<file path="config.mk">
export PLATFORM = sky130hd
export DESIGN_NAME = traffic_light_ctrl
export DESIGN_NICKNAME = d
export VERILOG_FILES = /design/src/rtl/traffic_light_ctrl.sv
export SDC_FILE = /design/constraint.sdc
export NUM_CORES = 1
export LEC_CHECK = 0
export BUFFER_PORTS_ARGS = -buffer_cell sky130_fd_sc_hd__buf_2
export CAP_MARGIN = 20
export CORE_UTILIZATION = 40
export DETAILED_ROUTE_END_ITERATION = 12
export GPL_ROUTABILITY_DRIVEN = 0
export PLACE_DENSITY = 0.66
export SLEW_MARGIN = 10
export SYNTH_ARGS = -nofsm -noshare
export SYNTH_HDL_FRONTEND = slang
export SYNTH_SLANG_ARGS = --single-unit
</file>
<file path="constraint.sdc">
create_clock -name div_clk -period 1.65 [get_ports div_clk]
set_input_delay 0.2475 -clock div_clk [delete_from_list [all_inputs] [get_ports div_clk]]
set_output_delay 0.2475 -clock div_clk [all_outputs]
set_load 0.1 [all_outputs]
</file>
<file path="src/rtl/traffic_light_ctrl.sv">
// traffic_light_ctrl: two-road signal sequencer with pedestrian green shortening.
// Define TL_NIGHT_MODE_EN to enable the night-mode flashing-yellow BLINK state.
module traffic_light_ctrl #(
  parameter int CNT_W     = 4,
  parameter int G_TIME    = 15,
  parameter int Y_TIME    = 5,
  parameter int R_TIME    = 2,
  parameter int PED_SHORT = 3
) (
  input  logic             div_clk,
  input  logic             reset,
  input  logic             ped_req,
  input  logic             night,
  output logic [2:0]       status,
  output logic [CNT_W-1:0] value,
  output logic [1:0]       ns_light,
  output logic [1:0]       ew_light,
  output logic             ped_ack
);
  typedef enum logic [2:0] {
    NS_G  = 3'd0,
    NS_Y  = 3'd1,
    AR1   = 3'd2,
    EW_G  = 3'd3,
    EW_Y  = 3'd4,
    AR2   = 3'd5,
    BLINK = 3'd6
  } state_t;
  localparam logic [1:0] GREEN = 2'd0;
  localparam logic [1:0] YELLO = 2'd1;
  localparam logic [1:0] RED   = 2'd2;
  localparam logic [1:0] OFF   = 2'd3;
  localparam logic [CNT_W-1:0] G_LD = CNT_W'(G_TIME - 1);
  localparam logic [CNT_W-1:0] Y_LD = CNT_W'(Y_TIME - 1);
  localparam logic [CNT_W-1:0] R_LD = CNT_W'(R_TIME - 1);
  localparam logic [CNT_W-1:0] PS   = CNT_W'(PED_SHORT);
`ifdef TL_NIGHT_MODE_EN
  localparam logic NIGHT_EN = 1'b1;
`else
  localparam logic NIGHT_EN = 1'b0;
`endif
  state_t           state_q, state_d, nxt;
  logic [CNT_W-1:0] value_q, value_d;
  logic             pend_q, pend_d, ack_q, ack_d, blink_q, blink_d;
  logic             pend, green, phase_end, night_go;
  // A request arriving this cycle counts immediately, so the green is cut on the next edge
  assign pend      = pend_q | ped_req;
  assign green     = (state_q == NS_G) || (state_q == EW_G);
  assign phase_end = value_q == '0;
  assign night_go  = NIGHT_EN & night;
  always_comb begin
    nxt = NS_G;
    case (state_q)
      NS_G:    nxt = NS_Y;
      NS_Y:    nxt = AR1;
      AR1:     nxt = EW_G;
      EW_G:    nxt = EW_Y;
      EW_Y:    nxt = AR2;
      default: nxt = NS_G;
    endcase
  end
  always_comb begin
    state_d = state_q;
    value_d = value_q - CNT_W'(1);
    ack_d   = 1'b0;
    blink_d = 1'b0;
    if (NIGHT_EN && state_q == BLINK) begin
      state_d = night ? BLINK : AR2;
      value_d = night ? '0 : R_LD;
      blink_d = night & ~blink_q;
    end else if (state_q > AR2) begin
      state_d = NS_G;
      value_d = G_LD;
    end else if (phase_end) begin
      state_d = night_go ? BLINK : nxt;
      value_d = night_go ? '0 :
                (nxt == NS_G || nxt == EW_G) ? G_LD :
                (nxt == NS_Y || nxt == EW_Y) ? Y_LD : R_LD;
      ack_d   = green & pend & ~night_go;
    end else if (green && pend && value_q > PS) begin
      value_d = PS;
    end
    pend_d = ped_req | (pend_q & ~ack_d);
  end
  always_ff @(posedge div_clk or negedge reset) begin
    if (!reset) begin
      state_q <= NS_G;
      value_q <= G_LD;
      pend_q  <= 1'b0;
      ack_q   <= 1'b0;
      blink_q <= 1'b0;
    end else begin
      state_q <= state_d;
      value_q <= value_d;
      pend_q  <= pend_d;
      ack_q   <= ack_d;
      blink_q <= blink_d;
    end
  end
  assign status   = state_q;
  assign value    = value_q;
  assign ped_ack  = ack_q;
  assign ns_light = state_q == NS_G  ? GREEN :
                    state_q == NS_Y  ? YELLO :
                    state_q == BLINK ? (blink_q ? OFF : YELLO) : RED;
  assign ew_light = state_q == EW_G  ? GREEN :
                    state_q == EW_Y  ? YELLO :
                    state_q == BLINK ? (blink_q ? OFF : YELLO) : RED;
endmodule
</file>
* Yosys cells after proc, flatten, opt, wreduce, memory -nomap -nowiden
Index checks and enable logic that the tools add are counted.
Cells by class: equality and inequality tests 8, reductions and logical operators 9, add/subtract/negate cells 1, magnitude comparators 2, multiplexer cells 15, bitwise gates (word level) 5
Operator list (number):
- two-way mux 4 bit | 4
- case mux 3 bit (5 select lines) | 1
- two-way mux 2 bit | 5
- equality test 3 x 2 -> 1 bit (second input constant) | 3
- equality test 3 bit (second input constant) | 3
- two-way mux 3 bit | 3
- equality test 3 x 1 -> 1 bit (second input constant) | 2
- logical NOT 3 bit | 2
- > comparator 4 x 2 -> 1 bit (second input constant) | 1
- logical NOT 4 bit | 1
- subtractor 4 x 1 -> 4 bit (second input constant) | 1
- > comparator 3 bit (second input constant) | 1
- logical OR 1 bit | 3
- AND 1 bit | 2
- logical AND 1 bit | 2
- two-way mux 1 bit | 2
- bitwise OR 1 bit | 2
- nonzero test 2 bit | 1
- inverter 1 bit | 1
Storage, ports and cells: input port bits 4, bits in registers 9, output and inout bits 12

* Logic depth before layout (Yosys ltp)
Gate-level depths: netlist of run 1.
depth in word-level cells 8, depth in mapped cells 6, depth with buffers taken out 6

* Least setup slack after synthesis of run 1
OpenSTA, ideal clock, no wires.
path type reg-to-output, start point register state_q[0], in the netlist status[0], end point output ns_light[1], stages on the path, launching flop included 4, path buffers 1, arrival time 3.742 ns, required time 1.402 ns, setup slack -2.339 ns, cell sequence dfrtp_1 -> buf_2 -> nor2b_1 -> a21oi_1
On the way: cells in the longest elaborated chain, start to end 4
Ends and longest elaborated chain:
- from (decl) | line 42 | state_t state_q, state_d, nxt;
- from (signal assigned) | line 93 | state_q <= state_d;
- equality test 3 bit | line 105 | state_q == BLINK ? (blink_q ? OFF : YELLO) : RED;
- two-way mux 2 bit | line 105
- two-way mux 2 bit | line 104 | state_q == NS_Y ? YELLO :
- two-way mux 2 bit (*) | line 103 | assign ns_light = state_q == NS_G ? GREEN :
- to (decl) | line 16 | output logic [1:0] ns_light,
Mark *: on every way between the ends. The rest lies on a longest branch, timed or not.

* Worst setup path in the final report of run 1
start point register value_q[0], in the netlist value[0], end point register pend_q
On the way: cells in the longest elaborated chain, start to end 6
Ends and longest elaborated chain:
- from (decl) | line 43 | logic [CNT_W-1:0] value_q, value_d;
- from (signal assigned) | line 94 | value_q <= value_d;
- logical NOT 4 bit | line 49 | assign phase_end = value_q == '0;
- two-way mux 1 bit | line 74 | end else if (phase_end) begin
- two-way mux 1 bit | line 71 | end else if (state_q > AR2) begin
- inverter 1 bit | line 83 | pend_d = ped_req | (pend_q & ~ack_d);
- AND 1 bit | line 83
- bitwise OR 1 bit | line 83
- net pend_d | line 44 | logic pend_q, pend_d, ack_q, ack_d, blink_q, blink_d;
- to (signal assigned) | line 95 | pend_q <= pend_d;
- to (decl) | line 44
The timed path passes the listed nets, and every way through them passes these cells. A chain may end at the register's enable or synchronous reset.

==> impl_metrics.py, run 1 <==
metrics = {
    "timing": {
        "setup_violations": 1,
        "hold_violations": 0,
        "layout_setup_ws_ns": -0.02013,
        "final-max-slew-violation-count": 0,
        "worst_pin_slew_ns": 0.4838,
        "rsz0062_at_grt": "true",
        "clock_skew_ns": 0.008253,
        "maxSlewHeadroom_pct": 67.97,
        "finalCriticalPeriod_ns": 1.670,
        "fin_crit_sh_pct": 101.2,
        "holdWs_ns": 0.2072,
        "clock.fmax_mhz": 598.8,
    },
    "cts": {
        "clk_latency_ns": 0.28,
        "htreeDepth": 1,
        "cts_num_sinks": 9,
        "cts_buffers": 3,
        "clock_path_buffers": 2,
        "cts-root-buf": "clkbuf_4",
        "cts_tree": "yes",
        "clk_pin_slew_ns": 0.07,
    },
    "placed_design": {
        "placed_area_um2": 888.4,
        "port_buffers": 14,
        "hpwl_um": 1162,
    },
    "layout": {
        "drive_above_1_share_pct": 50.96,
        "layout_commonest_cell": "buf_4",
        "final_cell_mix": "buf_4 (13), nor2_1 (11), buf_2 (9)",
        "antenna_cells": 0,
        "final_nets": 111,
        "syn_to_final_growth_pct": 61.62,
        "fin_area_um2": 1001,
    },
    "route": {
        "routed_wl_um": 1725,
        "vias": 639,
        "drc": 0,
        "drt_iter0_markers": 17,
        "viasPerCell": 5.370,
        "wire_per_inst_um": 14.50,
        "drtAntennaViolNets": 0,
        "drtPass1Iterations": 3,
    },
    "synth": {
        "seq_area_frac_synth_pct": 36.97,
        "synth_area_leaders": "dfrtp_1 (24%), dfstp_2 (13%), nor2_1 (7.9%)",
        "ys_types": 32,
        "synth_cells": 75,
        "netlist.area_leader.share_pct": 24.24,
        "synth_edf_count": 0,
        "synth_area_um2": 619.3,
        "ys_async_sr_fraction_pct": 100.0,
        "yosys.area.top_type": "dfrtp_1",
        "synth_flop_cell": "dfrtp_1",
        "syn_avg_cell_area_um2": 8.258,
        "synth_nets": 81,
        "synth-seq-cells": 9,
        "ys.warnings.count": 0,
    },
    "run": {
        "cap_violations": 0,
    },
    "critical_path": {
        "critPathRequiredTime_ns": 1.81,
        "path_max_fanout": 3,
        "critPathLaunchType": "flip-flop",
        "path_class": "flip-flop to flip-flop",
        "max_stage_delay_ns": 0.49,
        "crit_chain": "inv_4 -> ha_4 -> or3b_4 -> or3_4 -> a21o_1",
        "worstPathArrival_ns": 1.83,
        "endpoint_kind": "flip-flop",
        "critPathSlowestCell": "dfrtp_4",
    },
    "floorplan": {
        "rows": 13,
        "fp.dieH_um": 41.35,
        "fp.coreArea_um2": 1366,
        "num_io_pins": 16,
        "die_w_um": 41.35,
        "start_util_pct": 45.33,
        "dieArea_um2": 1710,
    },
    "outcome": {
        "violations": "negative setup slack",
        "outcome": "finished, violations left",
    },
    "global_routing": {
        "antenna_found_initial": 0,
        "first_global_vias": 600,
        "grt_usage_pct": 23.44,
        "grt_max_degree": 17,
        "grt_first_pass_wirelength_um": 2532,
        "gr-total-overflow": 0,
    },
    "min_path": {
        "hold_class": "input port to flip-flop",
    },
}
## per-stage QoR
| stage | utilization (%) | std cells | TNS, ns | setup slack [ns] |
|---|---|---|---|---|
| floorplan | - | 75 | -2.136 | -0.4041 |
| finish | 73.26 | 119 | -0.02013 | -0.02013 |
| detailed placement | 65.02 | 107 | 0 | 0.001105 |
| global route | 73.26 | 119 | -0.06272 | -0.06188 |
| global placement | 65.02 | 107 | 0 | 0.01412 |
| CTS | 71.15 | 117 | -0.01125 | -0.01125 |
## path summary, 6_finish.rpt
check / start / endpoint / slack (ns) / cells after the start
setup reg to reg: value[0]$_DFF_PN0_ / pend_q$_DFF_PN0_ / -0.02 / 5
min in group asynchronous: reset / status[1]$_DFFE_PN0P_ / 0.34 / 2
setup / recovery: value[0]$_DFF_PN0_ / pend_q$_DFF_PN0_ / -0.02 / 5
hold / removal: ped_req / pend_q$_DFF_PN0_ / 0.21 / 2
hold reg to reg: pend_q$_DFF_PN0_ / pend_q$_DFF_PN0_ / 0.54 / 1
max in group asynchronous: reset / value[3]$_DFF_PN1_ / 1.05 / 2
## repair_timing
action,4_1_cts,5_1_grt
setup buffers,5,2
setup endpoints to repair,3,6
endpoints found under the hold margin,6,0
hold buffers,1,0
gates resized for setup,3,5
## cells by family after synthesis
family / after synthesis / share of synthesized area [%]
flip-flops: 9 / 36.97
adder cells (fa/ha/maj): 2 / 4.040
AND/OR/NAND/NOR: 30 / 24.85
XOR/XNOR: 3 / 4.243
AO/OA/AOI/OAI: 24 / 25.46
buffers and inverters: 7 / 4.443
## synthesized netlist by cell type (all sizes together) (2+ instances only)
master and count:
a21oi 5, xnor2 2, clkbuf 2, nand2b 2, dfrtp 6, nand2 4, o21ai 8, nand3b 2
nor2b 3, inv 4, dfstp 3, ha 2, nor2 13
## flip-flops by register name (all words and copies together), names as in the netlist
name,flops
value,4
pend_q,1
status,3
ped_ack,1
## critical path, delay by kind of cell (launching register included)
kind / cells / cell delay, ns
compound gates: 1 / 0.16
fa+ha+maj: 1 / 0.13
buf+inv: 1 / 0.06
flops: 1 / 0.49
simple gates: 2 / 0.72
## layout make-up
class                           count  area [um2]
Sequential cell                     9       247.7
Clock buffer                        4       26.28
Inverter                            4       20.02
Fill cell                         105       365.4
Timing Repair Buffer               28       252.7
Tap cell                           15       18.77
Multi-Input combinational cell     59       435.4
## metal layers
metal | vias to the layer above | global-route usage (%) | wire length (um)
met5 | - | 0 | 0
met4 | 0 | 12.10 | 51
met3 | 7 | 5.851 | 47
met2 | 11 | 40.63 | 823
met1 | 297 | 26.32 | 803
li1 | 324 | - | -
Power of run 1 is left out: the tool's default activity adds up to more than one toggle a clock period on the data nets, which glitch-free logic cannot reach.
==> run 2: changes to the inputs <==
--- a/config.mk
+++ b/config.mk
@@ -11,6 +11,7 @@
 export DETAILED_ROUTE_END_ITERATION = 12
 export GPL_ROUTABILITY_DRIVEN = 0
 export PLACE_DENSITY = 0.66
+export SKIP_LAST_GASP = 1
 export SLEW_MARGIN = 10
 export SYNTH_ARGS = -nofsm -noshare
 export SYNTH_HDL_FRONTEND = slang
==> run 2 against run 1 <==
Against the previous run: the flow still finishes with violations (negative setup slack); cell area down 0.25%; hold slack improved by 0.0018 ns; maximum frequency shrank 0.26%; register-to-register slack hardly changed; cell count unchanged.
==> impl_metrics.py, run 2 (synthesis gave the netlist of run 1 again) <==
metrics = {
    "outcome": {
        "outcome": "finished, violations left",
        "violations": "negative setup slack",
    },
    "floorplan": {
        "die_w_um": 41.35,
        "dieArea_um2": 1710,
        "num_io_pins": 16,
        "fp.dieH_um": 41.35,
        "fp.coreArea_um2": 1366,
        "rows": 13,
        "start_util_pct": 45.33,
    },
    "layout": {
        "layout_commonest_cell": "buf_4",
        "syn_to_final_growth_pct": 61.21,
        "fin_area_um2": 998.5,
        "final_cell_mix": "buf_4 (13), nor2_1 (11), buf_2 (9)",
        "largest_reg_flops": 4,
        "final_nets": 111,
        "antenna_cells": 0,
        "drive_above_1_share_pct": 50.00,
    },
    "timing": {
        "fin_crit_sh_pct": 101.5,
        "layout_setup_ws_ns": -0.02445,
        "clock.fmax_mhz": 597.2,
        "holdWs_ns": 0.2090,
        "hold_violations": 0,
        "rsz0062_at_grt": "true",
        "clock_skew_ns": 0.01289,
        "maxSlewHeadroom_pct": 67.97,
        "setup_violations": 1,
        "finalCriticalPeriod_ns": 1.674,
        "worst_pin_slew_ns": 0.4838,
        "final-max-slew-violation-count": 0,
    },
    "global_routing": {
        "met2_usage_pct": 40.63,
        "gr-total-overflow": 0,
        "antenna_found_initial": 0,
        "grt_first_pass_wirelength_um": 2532,
        "grt_max_degree": 17,
        "first_global_vias": 600,
        "busiest_layer": "met2",
        "use_met1_pct": 26.32,
        "grt_usage_pct": 23.44,
        "globalRouteMet3Util_pct": 5.851,
    },
    "critical_path": {
        "critPathRequiredTime_ns": 1.81,
        "worstPathArrival_ns": 1.83,
        "path_max_fanout": 3,
        "endpoint_kind": "flip-flop",
        "path_class": "flip-flop to flip-flop",
        "critPathLaunchType": "flip-flop",
    },
    "route": {
        "drt_iter0_markers": 19,
        "wire_per_inst_um": 14.63,
        "vias": 652,
        "drtAntennaViolNets": 0,
        "drtPass1Iterations": 4,
        "viasPerCell": 5.479,
        "routed_wl_um": 1741,
        "drc": 0,
    },
    "placed_design": {
        "port_buffers": 14,
        "placed_area_um2": 888.4,
        "hpwl_um": 1162,
    },
    "cts": {
        "cts_buffers": 3,
        "clock_path_buffers": 2,
        "cts_num_sinks": 9,
        "htreeDepth": 1,
        "clk_pin_slew_ns": 0.08,
        "cts_tree": "yes",
        "cts-root-buf": "clkbuf_4",
        "clk_latency_ns": 0.28,
    },
    "min_path": {
        "hold_class": "input port to flip-flop",
    },
    "run": {
        "cap_violations": 0,
    },
}
[run 2: metrics by stage]
stage          util, %  setup TNS (ns)  setup WS (ns)  std cells
5_1_grt          73.08        -0.09307       -0.06188        119
4_1_cts          71.15        -0.01125       -0.01125        117
6_report         73.08        -0.02445       -0.02445        119
2_1_floorplan        -          -2.136        -0.4041         75
3_5_place_dp     65.02               0       0.001105        107
3_3_place_gp     65.02               0        0.01412        107
[run 2: path summary, 6_finish.rpt]
kind | slack (ns) | to | start | cells after the start
min in group asynchronous | 0.34 | status[1]$_DFFE_PN0P_ | reset | 2
setup / recovery | -0.02 | pend_q$_DFF_PN0_ | value[0]$_DFF_PN0_ | 5
max in group asynchronous | 1.05 | value[3]$_DFF_PN1_ | reset | 2
hold / removal | 0.21 | pend_q$_DFF_PN0_ | ped_req | 2
hold reg to reg | 0.54 | pend_q$_DFF_PN0_ | pend_q$_DFF_PN0_ | 1
setup reg to reg | -0.02 | pend_q$_DFF_PN0_ | value[0]$_DFF_PN0_ | 5
[run 2: layout make-up]
type                    instances  area (um2)
multi-input cells              59       432.9
fillers                       106       367.9
repair buffers                 28       252.7
flip-flops and latches          9       247.7
clock buffers                   4       26.28
inverters                       4       20.02
well taps                      15       18.77
[run 2: worst max-delay path: stages (launching register included)]
cell and delay (ns):
dfrtp_4 0.49, inv_4 0.06, ha_4 0.13, or3b_4 0.38
or3_4 0.34, a21o_1 0.16
[run 2: repair_timing]
| action | in CTS | in global routing |
|---|---|---|
| resized for setup | 3 | 4 |
| setup buffers | 5 | 2 |
| hold buffers | 1 | 0 |
| hold endpoints to repair | 6 | 0 |
| setup endpoints to repair | 3 | 6 |
[run 2: routing by layer]
metal | up-vias | routed length (um)
met5 | - | 0
met4 | 0 | 33
met3 | 4 | 70
met2 | 20 | 861
met1 | 304 | 776
li1 | 324 | -
Power of run 2 is left out for the same reason.
